$ cat src/rtl/multicycle_control_unit.sv
// multicycle_control_unit: multi-cycle FSM control unit with MEM latency and I/O wait states
module multicycle_control_unit #(
  parameter int OPCODE_W    = 6,
  parameter int MEM_LATENCY = 1
) (
  input  logic                clock,
  input  logic                reset,
  input  logic [OPCODE_W-1:0] opcode,
  input  logic                zero,
  input  logic                in_valid,
  input  logic                out_ready,
  output logic                ir_write,
  output logic                pc_write,
  output logic [1:0]          RegisterDST,
  output logic [1:0]          Jump,
  output logic [1:0]          memtoReg,
  output logic                Branch,
  output logic                ALUSrc,
  output logic                regWrite,
  output logic                memWrite,
  output logic                memRead,
  output logic [2:0]          Alu_op,
  output logic                halt,
  output logic                input_flag,
  output logic                output_flag,
  output logic                in_ack,
  output logic [2:0]          state
);
  typedef enum logic [2:0] {
    FETCH = 3'd0, DECODE = 3'd1, EXEC = 3'd2, MEM = 3'd3,
    WB = 3'd4, IN_WAIT = 3'd5, OUT_WAIT = 3'd6, HALTED = 3'd7
  } state_t;
  localparam logic [3:0] LAST = 4'(MEM_LATENCY - 1);
  state_t              r_state, w_next;
  logic [OPCODE_W-1:0] r_op;
  logic [3:0]          r_cnt, w_cnt;
  function automatic logic is_op(input logic [OPCODE_W-1:0] o, input int n);
    return o == OPCODE_W'(n);
  endfunction
  logic w_r, w_lw, w_sw, w_addi, w_subi, w_beq;
  assign w_r    = is_op(r_op, 0);
  assign w_lw   = is_op(r_op, 1);
  assign w_sw   = is_op(r_op, 2);
  assign w_addi = is_op(r_op, 3);
  assign w_subi = is_op(r_op, 4);
  assign w_beq  = is_op(r_op, 5);
  assign state  = reset ? 3'd0 : r_state;
  always_ff @(posedge clock) begin
    if (reset) begin
      r_state <= FETCH;
      r_op    <= '0;
      r_cnt   <= '0;
    end else begin
      r_state <= w_next;
      r_cnt   <= w_cnt;
      if (r_state == DECODE) r_op <= opcode;
    end
  end
  // Reset forces every control low combinationally, even mid-access.
  always_comb begin
    w_next = r_state;
    w_cnt = r_cnt;
    ir_write = 1'b0;
    pc_write = 1'b0;
    RegisterDST = 2'b00;
    Jump = 2'b00;
    memtoReg = 2'b00;
    Branch = 1'b0;
    ALUSrc = 1'b0;
    regWrite = 1'b0;
    memWrite = 1'b0;
    memRead = 1'b0;
    Alu_op = 3'b000;
    halt = 1'b0;
    input_flag = 1'b0;
    output_flag = 1'b0;
    in_ack = 1'b0;
    if (!reset) begin
      case (r_state)
        FETCH: begin
          ir_write = 1'b1;
          pc_write = 1'b1;
          w_next = DECODE;
        end
        DECODE: begin
          w_next = FETCH;
          if (is_op(opcode, 9)) begin
            Jump = 2'b01;
            pc_write = 1'b1;
          end else if (is_op(opcode, 10)) begin
            Jump = 2'b10;
            RegisterDST = 2'b10;
            pc_write = 1'b1;
          end else if (is_op(opcode, 11)) begin
            Jump = 2'b01;
            pc_write = 1'b1;
            regWrite = 1'b1;
            RegisterDST = 2'b10;
            memtoReg = 2'b10;
          end else if (&opcode) w_next = HALTED;
          else if (is_op(opcode, 12)) w_next = IN_WAIT;
          else if (is_op(opcode, 13)) w_next = OUT_WAIT;
          else if (opcode <= OPCODE_W'(5)) w_next = EXEC;
        end
        EXEC: begin
          w_cnt = '0;
          w_next = FETCH;
          if (w_r) begin
            Alu_op = 3'b100;
            w_next = WB;
          end else if (w_addi || w_subi) begin
            Alu_op = w_subi ? 3'b001 : 3'b000;
            ALUSrc = 1'b1;
            w_next = WB;
          end else if (w_lw || w_sw) begin
            ALUSrc = 1'b1;
            w_next = MEM;
          end else if (w_beq) begin
            Branch = 1'b1;
            Alu_op = 3'b011;
            pc_write = zero;
          end
        end
        MEM: begin
          ALUSrc = 1'b1;
          memRead = w_lw;
          memWrite = w_sw;
          w_next = r_cnt == LAST ? (w_lw ? WB : FETCH) : MEM;
          w_cnt = r_cnt == LAST ? r_cnt : r_cnt + 4'd1;
        end
        WB: begin
          regWrite = 1'b1;
          RegisterDST = w_r ? 2'b01 : 2'b00;
          memtoReg = w_lw ? 2'b01 : 2'b00;
          w_next = FETCH;
        end
        IN_WAIT: begin
          input_flag = 1'b1;
          regWrite = in_valid;
          RegisterDST = in_valid ? 2'b11 : 2'b00;
          memtoReg = in_valid ? 2'b11 : 2'b00;
          in_ack = in_valid;
          w_next = in_valid ? FETCH : IN_WAIT;
        end
        OUT_WAIT: begin
          output_flag = 1'b1;
          w_next = out_ready ? FETCH : OUT_WAIT;
        end
        HALTED: halt = 1'b1;
        default: w_next = FETCH;
      endcase
    end
  end
endmodule

$ cat config.mk
export PLATFORM = sky130hd
export DESIGN_NAME = multicycle_control_unit
export DESIGN_NICKNAME = d
export VERILOG_FILES = /design/src/rtl/multicycle_control_unit.sv
export SDC_FILE = /design/constraint.sdc
export NUM_CORES = 1
export LEC_CHECK = 0
export CORE_MARGIN = 10
export CORE_UTILIZATION = 41
export DETAILED_ROUTE_END_ITERATION = 10
export PLACE_DENSITY = 0.75
export SLEW_MARGIN = 10
export SYNTH_ARGS = -nofsm -noshare
export SYNTH_HDL_FRONTEND = slang
export SYNTH_SLANG_ARGS = --single-unit
$ cat constraint.sdc
create_clock -name clock -period 1.75 [get_ports clock]
set_input_delay 0.2625 -clock clock [delete_from_list [all_inputs] [get_ports clock]]
set_output_delay 0.2625 -clock clock [all_outputs]
set_load 0.05 [all_outputs]
==> impl_metrics.ini, run 1 <==
[yosys]
synth-seq-cells = 13
synth_flop_cell = dfxtp_1
ys_seq_area_share_pct = 25.2
synth_common_cells = 21 x nand2_1, 15 x nor2_1, 13 x dfxtp_1, 12 x a21oi_1, 10 x clkbuf_1
ys_warn_count = 0
synth_top_area_share_pct = 25.2
synth.most_common_cell = nand2_1
async_flop_share_pct = 0
syn_avg_cell_area_um2 = 6.89
synthTopCellsByArea = dfxtp_1 25%, nand2_1 7.6%, a21oi_1 5.8%, nor2_1 5.4%, nor3_1 4.4%
synth_top_area_cell = dfxtp_1
synth_cell_types = 42
syn_inst = 150
syn_area_mm2 = 0.00103
synth_edf_count = 0
synth_nets = 163

[cts]
htree_levels = 1
clock_path_buffers = 2
hold_buffers = 0
clockRootBuffer = clkbuf_4
numCtsBuffers = 3
clock_sinks = 13

[global_routing]
grt_max_degree = 15

[placement]
io_buffers = 33
gp_congestion = 0.862
pre_cts_ws_ps = -378
dp_cells = 239
placed_area_mm2 = 0.00198
dp_hpwl_um = 3160

[outcome]
error_line = [ERROR DPL-0038] Utilization greater than 100%, impossible to legalize
lastStage = 5_1_grt
status = stopped before the end

[die]
start_util_pct = 42.5
fp.dieW_um = 70.2
die_h_um = 70.2
ios = 34
row_count = 18

[timing]
repair-timing-grt-worst-ep = pc_write
worst_path_end_type = output port
[timing repair]
action | in CTS
resized for setup | 56
buffers inserted | 7
endpoints found under the setup margin | 18
pin swaps | 11
[logic make-up after synthesis]
family,share of synthesized area [%]
compound gates,22.4
simple gates,41.8
buf+inv,6.54
fa+ha+maj,2.42
xor+xnor,1.70
flops,25.2
[through the flow]
stage,util [%],setup TNS [ps]
after detailed placement,81.5,-2580
after CTS,92.6,-4050
after global placement,81.5,-2110
after floorplan,-,-2300
==> run 2, diff against run 1 <==
Settings changed: CORE_AREA from default to 10 10 71 73, CORE_MARGIN 10 to default, CORE_UTILIZATION 41 to default, DIE_AREA from default to 0 0 81 83, PLACE_DENSITY 0.75 to default, PLACE_DENSITY_LB_ADDON from default to 0.15.
Clock period 1.75 ns to 2.27 ns, I/O delays scaled along.
==> impl_metrics.ini, run 2 <==
[outcome]
status = finished, violations left
failed_checks = negative setup slack

[timing]
whs_ps = 464
rsz0062_at_grt = yes
final_max_slew_viol_count = 0
finalCritPeriodShare_pct = 101
setup_ws_ps = -16.5
max_clock_freq_ghz = 0.437
slew_headroom_pct = 59.6
hold_violations = 0
setup_tns_ps = -16.5
finalClockSkew_ps = 4.31
setup_viol = 1
tightest_slew_ps = 605
min_period_ps = 2290

[critical_path]
worst_ep_arrival_time_ps = 1950
cp_max_fo = 3
r2r_cells = 6
cp.required_ps = 1930
critPathKind = flip-flop to primary output
startpoint_type = flip-flop
cp-end-kind = primary output

[flow_run]
drv_cap = 0

[yosys]
syn_avg_cell_area_um2 = 6.89
ys_warn_count = 0
synthTopCellsByArea = dfxtp_1 25%, nand2_1 7.6%, a21oi_1 5.8%, nor2_1 5.4%, nor3_1 4.4%
synth_nets = 163
synth_top_area_share_pct = 25.2
synth_top_area_cell = dfxtp_1
syn_inst = 150
async_flop_share_pct = 0
synth.most_common_cell = nand2_1
synth-seq-cells = 13
syn_area_mm2 = 0.00103
synth_cell_types = 42
synth_flop_cell = dfxtp_1
synth_common_cells = 21 x nand2_1, 15 x nor2_1, 13 x dfxtp_1, 12 x a21oi_1, 10 x clkbuf_1
synth_edf_count = 0
ys_seq_area_share_pct = 25.2

[cells_and_area]
diodes = 0
stdcell_count = 241
layout_commonest_cell = buf_12
final_cell_mix = 23 x buf_12, 21 x nand2_1, 17 x buf_4
top_register = r_op
top_regs = r_op: 6 flops, r_cnt: 4 flops, r_state: 3 flops
areaGrowthSynthToFinish_pct = 84.7
final_core_util_pct = 52.5
nets = 207
drive_gt1_share_pct = 35.2
largest_reg_flops = 6

[cts]
clock_sinks = 13
hold_buffers = 0
clockRootBuffer = clkbuf_8
clock_path_buffers = 2
clk_pin_slew_worst_paths_ps = 50
numCtsBuffers = 3
cts_tree = built
htree_levels = 1
clk_latency_ps = 240

[route]
drt_iter0_markers = 96
antenna_left = 0
post_drt_via_cell_ratio = 4.95
drt-total-wl_um = 3430
drc_errors = 0
route.vias.total = 1193
avgRoutedWirePerCell_um = 14.2
first_pass_iters = 4

[die]
row_count = 22
ios = 34
core_area_mm2 = 0.00363
fp.dieW_um = 81
die-area_mm2 = 0.00672
die_h_um = 83
start_util_pct = 28.4

[worst_hold_path]
hold_depth = 2
hold_class = flip-flop to flip-flop

[global_routing]
grt_pass1_vias = 1128
antenna_found_initial = 0
grt_pass1_wl_um = 5580
track_usage_pct = 9.87
grt-ovfl-total = 0
grt_max_degree = 34

[power_and_ir_drop]
power.density_mw_per_mm2 = 333
ir_drop_uv = 483
leakage_nw = 0.708

[placement]
dp_cells = 236
io_buffers = 33
pre_cts_ws_ps = -25.2
dp_hpwl_um = 2820
gp_congestion = 0.758
==> run 2: cell counts after synthesis <==
Identical to the previous run, type by type.
==> run 2: kinds of logic (layout without fill, tap and decap cells) <==
logic type / after synthesis / after routing / synth area share (%)
AO/OA/AOI/OAI: 35 / 35 / 22.4
XOR/XNOR: 2 / 2 / 1.70
adder cells (fa/ha/maj): 2 / 2 / 2.42
buffers and inverters: 17 / 60 / 6.54
flip-flops: 13 / 13 / 25.2
AND/OR/NAND/NOR: 81 / 81 / 41.8
==> run 2: path summary, 6_finish.rpt <==
path                 start    endpoint  slack [ps]
setup / recovery   r_op[5]    pc_write         -20
hold / removal     r_op[4]     r_op[4]         460
setup reg to reg  r_cnt[0]  r_state[2]         660
hold reg to reg    r_op[4]     r_op[4]         460
==> run 2: critical path, cell delays in order, from the launching register on <==
cell,delay (ps)
dfxtp_2,320
or3_4,380
or4_4,530
o32a_1,200
nor2_2,130
buf_12,150
==> run 2: metal layers <==
layer	vias up	GRT usage [%]	routed length (um)
met3	2	3.23	224
met4	0	1.88	15
li1	623	-	-
met5	-	0	0
met2	31	15.6	1620
met1	537	12.6	1580
==> run 2: area by class of cell <==
type,count,area [um^2]
fillers,349,1720
multi-input cells,120,822
repair buffers,50,696
flip-flops and latches,13,264
well taps,48,60.1
clock buffers,4,45.0
inverters,6,22.5
==> run 2: stage by stage <==
stage | power (W) | cell area, um^2
after detailed placement | 0.000431 | 1810
final | 0.000635 | 1910
after global placement | 0.000430 | 1810
after CTS | 0.000638 | 1880
after global routing | 0.000668 | 1910
after floorplan | 0.000344 | 1120
==> run 2: repair_timing <==
| item | CTS | global route |
|---|---|---|
| endpoints found under the setup margin | 4 | 9 |
| setup buffers | 1 | 0 |
| pin swaps | 3 | 5 |
| gates resized for setup | 4 | 7 |
==> run 2: power by group <==
part	switching, W	internal, W	leakage [nW]
combinational	0.000100	0.0000858	0.578
clock	0.0000782	0.000124	0.0228
sequential	0.0000105	0.000237	0.107
Power figures use the tool's default switching activity.
